===== config.mk =====
export PLATFORM = sky130hd
export DESIGN_NAME = button_debouncer
export DESIGN_NICKNAME = d
export VERILOG_FILES = /design/src/rtl/debounce_pkg.sv /design/src/rtl/settle_timer.sv /design/src/rtl/button_debouncer.sv
export SDC_FILE = /design/constraint.sdc
export NUM_CORES = 1
export LEC_CHECK = 0
export ABC_AREA = 1
export CORE_ASPECT_RATIO = 1.1
export CORE_MARGIN = 1
export CORE_UTILIZATION = 54
export DETAILED_ROUTE_END_ITERATION = 10
export PLACE_DENSITY = 0.72
export REMOVE_ABC_BUFFERS = 1
export SYNTH_ARGS = -nofsm -noshare
export SYNTH_HDL_FRONTEND = slang
export SYNTH_SLANG_ARGS = --single-unit

===== constraint.sdc =====
create_clock -name clock -period 1.5 [get_ports clock]
set_input_delay 0.3 -clock clock [delete_from_list [all_inputs] [get_ports clock]]
set_output_delay 0.3 -clock clock [all_outputs]
set_load 0.05 [all_outputs]

===== src/rtl/debounce_pkg.sv =====
// Shared definitions for the button debouncer: FSM state encodings and
// small helpers that classify a state.
package debounce_pkg;

    typedef logic [1:0] state_t;

    localparam state_t IDLE_LOW  = 2'd0;
    localparam state_t WAIT_HIGH = 2'd1;
    localparam state_t PRESSED   = 2'd2;
    localparam state_t WAIT_LOW  = 2'd3;

    // A state is "waiting" while a level change is being qualified.
    function automatic logic is_waiting(input state_t st);
        return (st == WAIT_HIGH) || (st == WAIT_LOW);
    endfunction

    // The debounced level is high from the accepted press until the accepted release.
    function automatic logic is_level_high(input state_t st);
        return (st == PRESSED) || (st == WAIT_LOW);
    endfunction

endpackage


===== src/rtl/settle_timer.sv =====
// Saturating up-counter used for both settle qualification and hold timing.
// done is combinational so the FSM can act on the same edge the limit is seen.
module settle_timer #(
    parameter int CNT_W = 27
) (
    input  logic             clock,
    input  logic             reset,
    input  logic             clear,
    input  logic             enable,
    input  logic [CNT_W-1:0] limit,
    output logic [CNT_W-1:0] count,
    output logic             done
);

    logic [CNT_W-1:0] count_r;

    // Count register: clear wins, then increment until the limit is reached.
    always_ff @(posedge clock or posedge reset) begin
        if (reset) begin
            count_r <= {CNT_W{1'b0}};
        end else if (clear) begin
            count_r <= {CNT_W{1'b0}};
        end else if (enable && (count_r != limit)) begin
            count_r <= count_r + {{(CNT_W-1){1'b0}}, 1'b1};
        end else begin
            count_r <= count_r;
        end
    end

    assign count = count_r;
    assign done  = (count_r == limit);

endmodule


===== src/rtl/button_debouncer.sv =====
// Debouncer for a raw push-button: synchronizes the input, qualifies each level
// change for SETTLE_CYCLES, and emits press/release/hold pulses.
module button_debouncer
    import debounce_pkg::*;
#(
    parameter int SETTLE_CYCLES = 30000000,
    parameter int HOLD_CYCLES   = 100000000,
    parameter int CNT_W         = 27
) (
    input  logic clock,
    input  logic reset,
    input  logic button_in,
    output logic btn_level,
    output logic btn_press,
    output logic btn_release,
    output logic btn_hold,
    output logic busy
);

    localparam logic [CNT_W-1:0] SETTLE_LIMIT = CNT_W'(SETTLE_CYCLES);
    localparam logic [CNT_W-1:0] HOLD_LIMIT   = CNT_W'(HOLD_CYCLES);
    localparam logic [CNT_W-1:0] HOLD_LAST    = CNT_W'(HOLD_CYCLES - 1);

    logic             sync1_r;
    logic             sync_in_r;
    state_t           state_r;
    state_t           next_state_s;
    logic             hold_fired_r;
    logic             press_s;
    logic             release_s;
    logic             hold_s;
    logic             clear_s;
    logic             enable_s;
    logic [CNT_W-1:0] limit_s;
    logic [CNT_W-1:0] count_s;
    logic             done_s;

    // Two-flop synchronizer for the asynchronous button level.
    always_ff @(posedge clock or posedge reset) begin
        if (reset) begin
            sync1_r   <= 1'b0;
            sync_in_r <= 1'b0;
        end else begin
            sync1_r   <= button_in;
            sync_in_r <= sync1_r;
        end
    end

    // Next-state and event decode; a falling input beats the settle match.
    always_comb begin
        next_state_s = state_r;
        press_s      = 1'b0;
        release_s    = 1'b0;
        hold_s       = 1'b0;
        case (state_r)
            IDLE_LOW: begin
                if (sync_in_r) begin
                    next_state_s = WAIT_HIGH;
                end else begin
                    next_state_s = IDLE_LOW;
                end
            end
            WAIT_HIGH: begin
                if (!sync_in_r) begin
                    next_state_s = IDLE_LOW;
                end else if (done_s) begin
                    next_state_s = PRESSED;
                    press_s      = 1'b1;
                end else begin
                    next_state_s = WAIT_HIGH;
                end
            end
            PRESSED: begin
                // Hold fires on the edge the timer reaches HOLD_CYCLES, even if the press ends there.
                hold_s = !hold_fired_r && (count_s == HOLD_LAST);
                if (!sync_in_r) begin
                    next_state_s = WAIT_LOW;
                end else begin
                    next_state_s = PRESSED;
                end
            end
            WAIT_LOW: begin
                if (sync_in_r) begin
                    next_state_s = PRESSED;
                end else if (done_s) begin
                    next_state_s = IDLE_LOW;
                    release_s    = 1'b1;
                end else begin
                    next_state_s = WAIT_LOW;
                end
            end
            default: begin
                next_state_s = IDLE_LOW;
            end
        endcase
    end

    // Restart timing on every state change; the timer idles at zero in IDLE_LOW.
    assign clear_s  = (next_state_s != state_r) || (state_r == IDLE_LOW);
    assign enable_s = !clear_s;
    assign limit_s  = (state_r == PRESSED) ? HOLD_LIMIT : SETTLE_LIMIT;

    settle_timer #(
        .CNT_W (CNT_W)
    ) u_settle_timer (
        .clock  (clock),
        .reset  (reset),
        .clear  (clear_s),
        .enable (enable_s),
        .limit  (limit_s),
        .count  (count_s),
        .done   (done_s)
    );

    // State, hold-once flag and registered outputs.
    always_ff @(posedge clock or posedge reset) begin
        if (reset) begin
            state_r      <= IDLE_LOW;
            hold_fired_r <= 1'b0;
            btn_level    <= 1'b0;
            btn_press    <= 1'b0;
            btn_release  <= 1'b0;
            btn_hold     <= 1'b0;
            busy         <= 1'b0;
        end else begin
            state_r      <= next_state_s;
            if (press_s) begin
                hold_fired_r <= 1'b0;
            end else if (hold_s) begin
                hold_fired_r <= 1'b1;
            end else begin
                hold_fired_r <= hold_fired_r;
            end
            btn_level    <= is_level_high(next_state_s);
            btn_press    <= press_s;
            btn_release  <= release_s;
            btn_hold     <= hold_s;
            busy         <= is_waiting(next_state_s);
        end
    end

endmodule


* Word level (Yosys, flattened, before mapping)
Cells that the tools add are included.
Storage, ports and cells: register bits after elaboration 37, latch bits 0, RAM bits 0, memory bits (read-only) 0, output and inout port bits 5, memories kept 0
Operators by class: $add $sub $neg 1, multiply operators 0, divide/modulo/power cells 0, order comparisons 0, eq/ne operators 10, shifts and indexed selects 0, muxes and demuxes 18, bitwise operators 0, reduce and logical (&&, ||, !) cells 10
Operators with widths (number):
- 27-bit two-way mux | 3
- 27-bit by 1-bit adder with 27-bit output, second input constant | 1
- 27-bit == test | 1
- 27-bit == test, second input constant | 1
- 27-bit inequality test | 1
- 1-bit two-way mux | 10
- 2-bit == test, second input constant | 4
- 2-bit two-way mux | 4
- 2-bit case mux with 4 select lines | 1
- 2-bit by 1-bit == test with 1-bit output, second input constant | 2
- 2-bit nonzero test | 2
- 1-bit logical OR | 3
- 1-bit logical AND | 2
- 1-bit logical NOT | 2
- 2-bit logical NOT | 1
- 2-bit inequality test | 1

* Longest topological paths before layout
Gate-level depths: netlist of the first run.
depth after elaboration 12, depth in mapped cells 12, mapped depth without buffers 11

* Cells and area by module
From an unflattened synthesis of the first run, not the netlist that was laid out.
Second synthesis, totals: cells, all modules 464, area, all modules 2931.6 um2
Modules (own cells, without submodules):
- settle_timer | times used 1, cells an instance 380, area an instance 2378.5 um2, seq. area each 675.6 um2
- button_debouncer | times used 1, cells an instance 84, area an instance 553.0 um2, seq. area each 225.2 um2

* Least setup slack after synthesis of the first run
Ideal clock, no wire load.
kind register -> register, from reg, netlist name busy, to reg u_settle_timer.count_r[4] (netlist: u_settle_timer.count[4]), setup time 0.126 ns, arrival 1.691 ns, setup slack -0.316 ns, stages on the path, launching flop included 11, cell sequence dfrtp_1 inv_2 nand2_2 nand3_1 nand2_1 inv_1 nor2_2 nand3_4 nand2_8 buf_12 a21oi_2
RTL lines:
- end signal, assigned | line settle_timer.sv:20 | count_r <= {CNT_W{1'b0}};
- end signal, assigned | line settle_timer.sv:22 | count_r <= {CNT_W{1'b0}};
- end signal, assigned | line settle_timer.sv:24 | count_r <= count_r + {{(CNT_W-1){1'b0}}, 1'b1};
- end, declared | line settle_timer.sv:15 | logic [CNT_W-1:0] count_r;

* Final worst setup path of the first run
from reg u_settle_timer.count_r[0] (netlist: u_settle_timer.count[0]), to reg u_settle_timer.count_r[0] (netlist: u_settle_timer.count[0])
Between the ends: longest elaborated chain between the ends 9, elaborated cells on any way between the ends 15
RTL lines:
- 27-bit == test | line settle_timer.sv:31 | assign done = (count_r == limit);
- 2-bit two-way mux (on tied branches) | line button_debouncer.sv:85, button_debouncer.sv:66
- 2-bit two-way mux (on tied branches) | line button_debouncer.sv:83, button_debouncer.sv:64
- 2-bit case mux with 4 select lines | line button_debouncer.sv:55 | case (state_r)
- 2-bit inequality test | line button_debouncer.sv:99 | assign clear_s = (next_state_s != state_r) || (state_r == IDLE_LOW);
- 1-bit logical OR | line button_debouncer.sv:99
- 1-bit logical NOT | line button_debouncer.sv:100 | assign enable_s = !clear_s;
- 1-bit logical AND | line settle_timer.sv:23 | end else if (enable && (count_r != limit)) begin
- 2-bit nonzero test (no line)
Parallel ways exist; a longest one is shown, timed or not. The select of a mux whose other input is x is not followed. A chain may end at the register's enable or synchronous reset.

==> metrics.md, run 1 <==
| Metric | Value |
|---|---|
| Status | `finished with violations` |
| Violated checks | `negative setup slack` |
| Die W | `66.2 um` |
| Num CTS Buffers | `5` |
| Compound-Gate Fraction of Synth Area | `0.0802` |
| Period utilization | `1.18` |
| Post-Synth Adder-Cell Area | `0.0102` |
| Leakage power | `1.61 nW` |
| Fillcell total | `251` |
| Final setup margin | `-0.263 ns` |
| Vias in the first global route | `2699` |
| WL met2 | `4.08 mm` |
| Pwr Density | `520 nW/um^2` |
| Fraction of final layout cells sized beyond drive strength 1 | `0.382` |
| Worst slack at placement | `-0.196 ns` |
| Flops & latches, synth | `36` |
| Count of cell types in the netlist | `28` |
| Die area | `4810 sq um` |
| Placed Area | `3190 sq um` |
| Total Routed Length | `8.06 mm` |
| Synth-to-layout area growth | `48.1%` |
| Net switching power | `0.467 mW` |
| Final HPWL DP | `5.43 mm` |
| Core occupancy in the finished layout | `0.840` |
| Clock slew at reported path FFs | `0.08 ns` |
| Post-route ant nets | `0` |
| Layout Cells excl Fill | `502` |
| Max IR drop VDD | `~0.48 mV` |
| DR vias | `2734` |
| Endpoints failing setup | `33` |
| Chip height | `between 70 and 80 um` |
| Reg power frac | `0.522` |
| Clock power frac | `0.392` |
| IO Pins | `8` |
| Hold Fails Final Rpt | `0` |
| Max Fclk | `567 MHz` |
| Most frequent cells in the layout | `nand2_1 (83), buf_4 (75), nor2_1 (53), inv_1 (40), dfrtp_1 (33)` |
| Drt drc | `0` |
| DR WL/cell | `roughly 16 um` |
| Routability cong. | `0.935` |
| Initial antenna violation count | `0` |
| Root buffer cell | `clkbuf_8` |
| Initial DRC count | `303` |
| # rows | `25` |
| Port Buffers | `7` |
| Max-Cap Viols | `0` |
| Yosys warns | `0` |
| Crit-path max FO | `4` |
| CP Class | `register to register` |
| Worst Skew | `around 0.0091 ns` |
| Pint | `1.42 mW` |
| Simple-Gate Fraction of Synth Area | `0.401` |
| Initial Util | `0.567` |
| Largest family of logic cells by synthesized area | `simple AND/OR/NAND/NOR gates` |
| Clock Path Buffers | `2` |
| Post-Syn Area | `2450 sq um` |
| Switching Fraction | `0.247` |
| CTS tree | `built` |
| # diodes | `0` |
| Final min period | `1.76 ns` |
| Post-layout nets | `452` |
| Seq/Total Area, Yosys | `0.368` |
| Met1 wire length | `3.05 mm` |
| First-pass GRT wire length | `between 10 and 15 mm` |
| Worst hold slack | `0.367 ns` |
| Unrepaired setup endpoints after global routing | `yes` |
| Via density per instance | `5.45` |
| Slew margin rel. | `0.773` |
| Design Area, Final | `3630 sq um` |
| Most common cell after layout, fill and taps aside | `nand2_1` |
| Synth Area per Inst | `7.02 sq um` |
| Comb pwr share | `0.086` |
| Proportion of synthesized area in mux cells | `0` |
| CP Launch Type | `register` |
| Gr ovfl total | `0` |
| GRT Total Usage | `0.354` |
| WP data arrival | `1.97 ns` |
| Syn Inst Count | `approximately 350` |
| Pre-Repair DR Iteration Count | `5` |
| Hold Path Class | `primary input to async pin` |
| CP required | `between 1.5 and 2 ns` |
| Critical Path End Type | `register` |
| Clk Latency, worst-skew pair | `around 0.30 ns` |
| Core area | `around 4300 sq um` |
| Largest net degree at the start of global routing | `37` |
| Pins Over Slew Limit | `0` |
| Hold_buf cts | `0` |
| CTS sink cnt | `36` |
| Met3 WL | `about 570 um` |
| Highest metal used | `met4` |
| Placed Cells | `482` |
| Xor/xnor share of the synthesized area | `0.0501` |
| Worst slew pin tran | `between 0.3 and 0.4 ns` |
| CTS H-tree lvls | `2` |
## critical path, cell delays in order, from the launching register on
cell	delay, ns
dfrtp_1	0.44
inv_2	0.11
ha_4	0.14
nand2_2	0.05
nor2_1	0.09
nand2_1	0.08
nor2_2	0.14
nand3_4	0.15
buf_6	0.17
nor2_4	0.09
nand2_1	0.08
o21ai_1	0.12
## routing by layer
layer | track usage | vias to the layer above
met5 | 0 | -
met2 | 0.617 | 132
met4 | 0.149 | 0
li1 | - | 1292
met1 | 0.422 | 1277
met3 | 0.0703 | 33
## registers in the layout, indices dropped and copies added, names as in the netlist
register	flops
btn_press	1
sync_in_r	1
btn_level	1
btn_hold	1
sync1_r	1
busy	1
hold_fired_r	1
btn_release	1
u_settle_timer.count	27
state_r	1
## Yosys cell counts, drive strengths merged
cell | instances | area share
nand2 | 101 | 0.18
nor2 | 67 | 0.11
inv | 47 | 0.072
dfrtp | 36 | 0.37
nand3 | 25 | 0.058
a21oi | 16 | 0.048
nor3 | 14 | 0.031
xor2 | 14 | 0.050
o21ai | 10 | 0.020
nand4 | 6 | 0.015
buf | 5 | 0.018
ha | 2 | 0.010
o21bai | 2 | 0.0061
a22oi | 1 | 0.0031
nand3b | 1 | 0.0031
nor4 | 1 | 0.0026
o22ai | 1 | 0.0026
## timing repair
action	in CTS	in global routing
resized for setup	31	35
pin swaps	14	11
setup buffers	8	3
cloned	2	0
endpoints found under the hold margin	0	0
setup endpoints to repair	33	34
## power groups by stage
stage	clock (mW)	sequential (mW)	combinational, mW
floorplan	0	1.01	0.0548
global placement	0	1.00	0.111
detailed placement	0	1.00	0.114
CTS	0.746	0.984	0.143
global route	0.791	0.985	0.174
finish	0.740	0.985	0.163
## metrics by stage
stage	power, mW	setup TNS (ns)
floorplan	1.06	-12.23
global placement	1.11	-2.55
detailed placement	1.12	-4.22
CTS	1.87	-3.11
global route	1.95	-7.47
finish	1.89	-5.84
## final timing paths
path | slack, ns | depth (start not counted) | startpoint | endpoint
max | -0.26 | 11 | u_settle_timer.count[0] | u_settle_timer.count[0]
min | 0.37 | 3 | reset | u_settle_timer.count[19]
max reg2reg | -0.26 | 11 | u_settle_timer.count[0] | u_settle_timer.count[0]
min reg2reg | 0.40 | 0 | sync1_r | sync_in_r
max in group asynchronous | 0.91 | 3 | reset | u_settle_timer.count[21]
min in group clock | 0.40 | 0 | sync1_r | sync_in_r
## layout make-up
type	instances	area, sq um	share of cell area
timing repair buffer	94	845	0.233
tap	54	67.6	0.0186
clock buffer	8	90.1	0.0248
multi-input combinational	263	1540	0.426
inverter	47	176	0.0486
sequential	36	905	0.249
## logic make-up after synthesis
family	count (synthesis)
buffers and inverters	52
AND/OR/NAND/NOR	215
AO/OA/AOI/OAI	30
XOR/XNOR	14
flip-flops	36
adder cells (fa/ha/maj)	2
Power figures use the tool's default switching activity.
==> inputs of run 2 (changes only) <==
PLACE_DENSITY = 0.7   (was 0.72)
clock period = 2.1 ns   (was 1.5 ns; I/O delays follow)
==> metrics.md, run 2 (synthesis gave the netlist of run 1 again) <==
| Metric | Value |
|---|---|
| # rows | `25 (unchanged)` |
| CP bufs+invs | `1 (was 2)` |
| Core occupancy in the finished layout | `0.610 (was 0.840)` |
| CTS tree | `built (unchanged)` |
| Pre-Repair DR Iteration Count | `5 (unchanged)` |
| Chip height | `72.6 um (unchanged)` |
| Crit-path max FO | `5 (was 4)` |
| Worst stage delay on the critical path | `0.84 ns (was 0.44 ns)` |
| Worst slack at placement | `0.240 ns (was -0.196 ns)` |
| Port Buffers | `7 (unchanged)` |
| Max Fclk | `498 MHz` |
| Largest register FFs | `27 (unchanged)` |
| Synth-to-layout area growth | `7.56% (was 48.1%)` |
| Largest net degree at the start of global routing | `37 (unchanged)` |
| DR WL/cell | `14.5 um (was 16.0 um)` |
| Total Routed Length | `6.00 mm (was 8.06 mm)` |
| Post-layout nets | `365 (was 452)` |
| Initial DRC count | `179 (was 303)` |
| Most frequent cells in the layout | `nand2_1 (88), nor2_1 (62), inv_1 (44), dfrtp_1 (36), nand3_1 (23) (was nand2_1 (83), buf_4 (75), nor2_1 (53), inv_1 (40), dfrtp_1 (33))` |
| Hold Fails Final Rpt | `0 (unchanged)` |
| Clk Latency, worst-skew pair | `0.29 ns (was 0.30 ns)` |
| CTS sink cnt | `36 (unchanged)` |
| WHS Path Cells | `0` |
| Setup Buffers After CTS | `0 (was 8)` |
| Hold Path Class | `register to register (was primary input to async pin)` |
| Layout Cells excl Fill | `414 (was 502)` |
| Final HPWL DP | `4.59 mm (was 5.43 mm)` |
| Core area | `4320 sq um (unchanged)` |
| DR vias | `2271 (was 2734)` |
| Clock slew at reported path FFs | `0.08 ns (about the same)` |
| Via density per instance | `5.49 (was 5.45)` |
| Placed Area | `2560 sq um (was 3190 sq um)` |
| Pwr Density | `470 nW/um^2 (was 520 nW/um^2)` |
| First-pass GRT wire length | `10.0 mm (was 12.5 mm)` |
| Fraction of final layout cells sized beyond drive strength 1 | `0.117 (was 0.382)` |
| Design Area, Final | `2630 sq um (was 3630 sq um)` |
| Num CTS Buffers | `5 (unchanged)` |
| Final setup margin | `0.0930 ns (was -0.263 ns)` |
| Slowest-stage cell, CP | `clkdlybuf4s50_1 (was dfrtp_1)` |
| Vias in the first global route | `2140 (was 2699)` |
| Critical path depth | `1 (was 11)` |
| Placed Cells | `407 (was 482)` |
| Clock Path Buffers | `2 (unchanged)` |
| CP cell instances | `clkdlybuf4s50_1 (was inv_2 -> ha_4 -> nand2_2 -> nor2_1 -> nand2_1 -> nor2_2 -> nand3_4 -> buf_6 -> nor2_4 -> nand2_1 -> o21ai_1)` |
| # resized after CTS | `0 (was 31)` |
| WP data arrival | `1.59 ns (was 1.97 ns)` |
| Worst slew pin tran | `0.491 ns (was 0.338 ns)` |
| Endpoints failing setup | `0 (was 33)` |
| Critical Path End Type | `output port (was register)` |
| Final min period | `about 2 ns` |
| GRT Total Usage | `0.284 (was 0.354)` |
| Max IR drop VDD | `0.262 mV (was 0.479 mV)` |
| Gr ovfl total | `0 (unchanged)` |
| R2R depth | `11 (unchanged)` |
| Crit path max-delay family | `buffers and inverters (was simple AND/OR/NAND/NOR gates)` |
| Die area | `4810 sq um (unchanged)` |
| Initial antenna violation count | `0 (unchanged)` |
| Initial Util | `0.567 (unchanged)` |
| Die W | `66.2 um (unchanged)` |
| Post-route ant nets | `0 (unchanged)` |
| CP required | `1.68 ns (was 1.71 ns)` |
| Slew margin rel. | `0.672 (was 0.773)` |
| # diodes | `0 (unchanged)` |
| Max-Cap Viols | `0 (unchanged)` |
| Period utilization | `0.956` |
| Final setup TNS | `0 ns (was -5.84 ns)` |
| Routability cong. | `0.939 (was 0.935)` |
| CP Launch Type | `register (unchanged)` |
| Status | `finished clean (was finished with violations)` |
| Pins Over Slew Limit | `0 (unchanged)` |
| Root buffer cell | `clkbuf_8 (unchanged)` |
| Leakage power | `1.10 nW (was 1.61 nW)` |
| Hold_buf cts | `0 (unchanged)` |
| CP Class | `register to output port (was register to register)` |
| IO Pins | `8 (unchanged)` |
| Drt drc | `0 (unchanged)` |
| CTS H-tree lvls | `2 (unchanged)` |
| Unrepaired setup endpoints after global routing | `no (was yes)` |
| Most common cell after layout, fill and taps aside | `nand2_1 (unchanged)` |
| Worst Skew | `0.0104 ns (was 0.00909 ns)` |
==> run 2: cell types whose count changed in the layout (fill, tap and decap cells not counted), moves of 5 or more <==
cell / change
o21ai_0: +6
buf_4: -73
nor2_1: +9
a21oi_1: +5
a21oi_2: -5
buf_12: -8
nand2_1: +5
nor2_4: -6
clkdlybuf4s50_1: +5
o21ai_1: -5
buf_6: -9
==> run 2: cell type report <==
cell class | instances | area (sq um)
repair buffers | 9 | 85.1
flip-flops and latches | 36 | 901
well taps | 54 | 67.6
clock inverters | 1 | 5.00
multi-input cells | 261 | 1330
clock buffers | 6 | 72.6
fillers | 408 | 1680
inverters | 47 | 176
==> run 2: worst paths after layout <==
path | from | to | slack (ns)
max | busy | busy | 0.09
min | sync1_r | sync_in_r | 0.37
max reg2reg | busy | u_settle_timer.count[7] | 0.21
min reg2reg | sync1_r | sync_in_r | 0.37
max in group asynchronous | reset | u_settle_timer.count[16] | 1.24
min in group asynchronous | reset | sync1_r | 0.53
==> run 2: stage by stage <==
step                      power [mW]  hold slack, ns
final                           1.24           0.370
after global routing            1.29           0.380
after CTS                       1.25           0.377
after detailed placement       0.778           0.337
after global placement         0.777           0.348
after floorplan                0.758           0.331
==> run 2: power by group <==
part	internal [mW]	leakage, nW	switching (mW)	total, mW
combinational	0.0161	0.565	0.0435	0.0596
sequential	0.698	0.495	0.00523	0.703
clock	0.226	0.0410	0.251	0.476
==> run 2: per-layer routing <==
layer	GRT usage	routed length (um)	vias up
met1	0.359	2590	1038
met2	0.473	2880	99
met4	0.116	191	0
met5	0	0	-
met3	0.0531	341	19
li1	-	-	1115
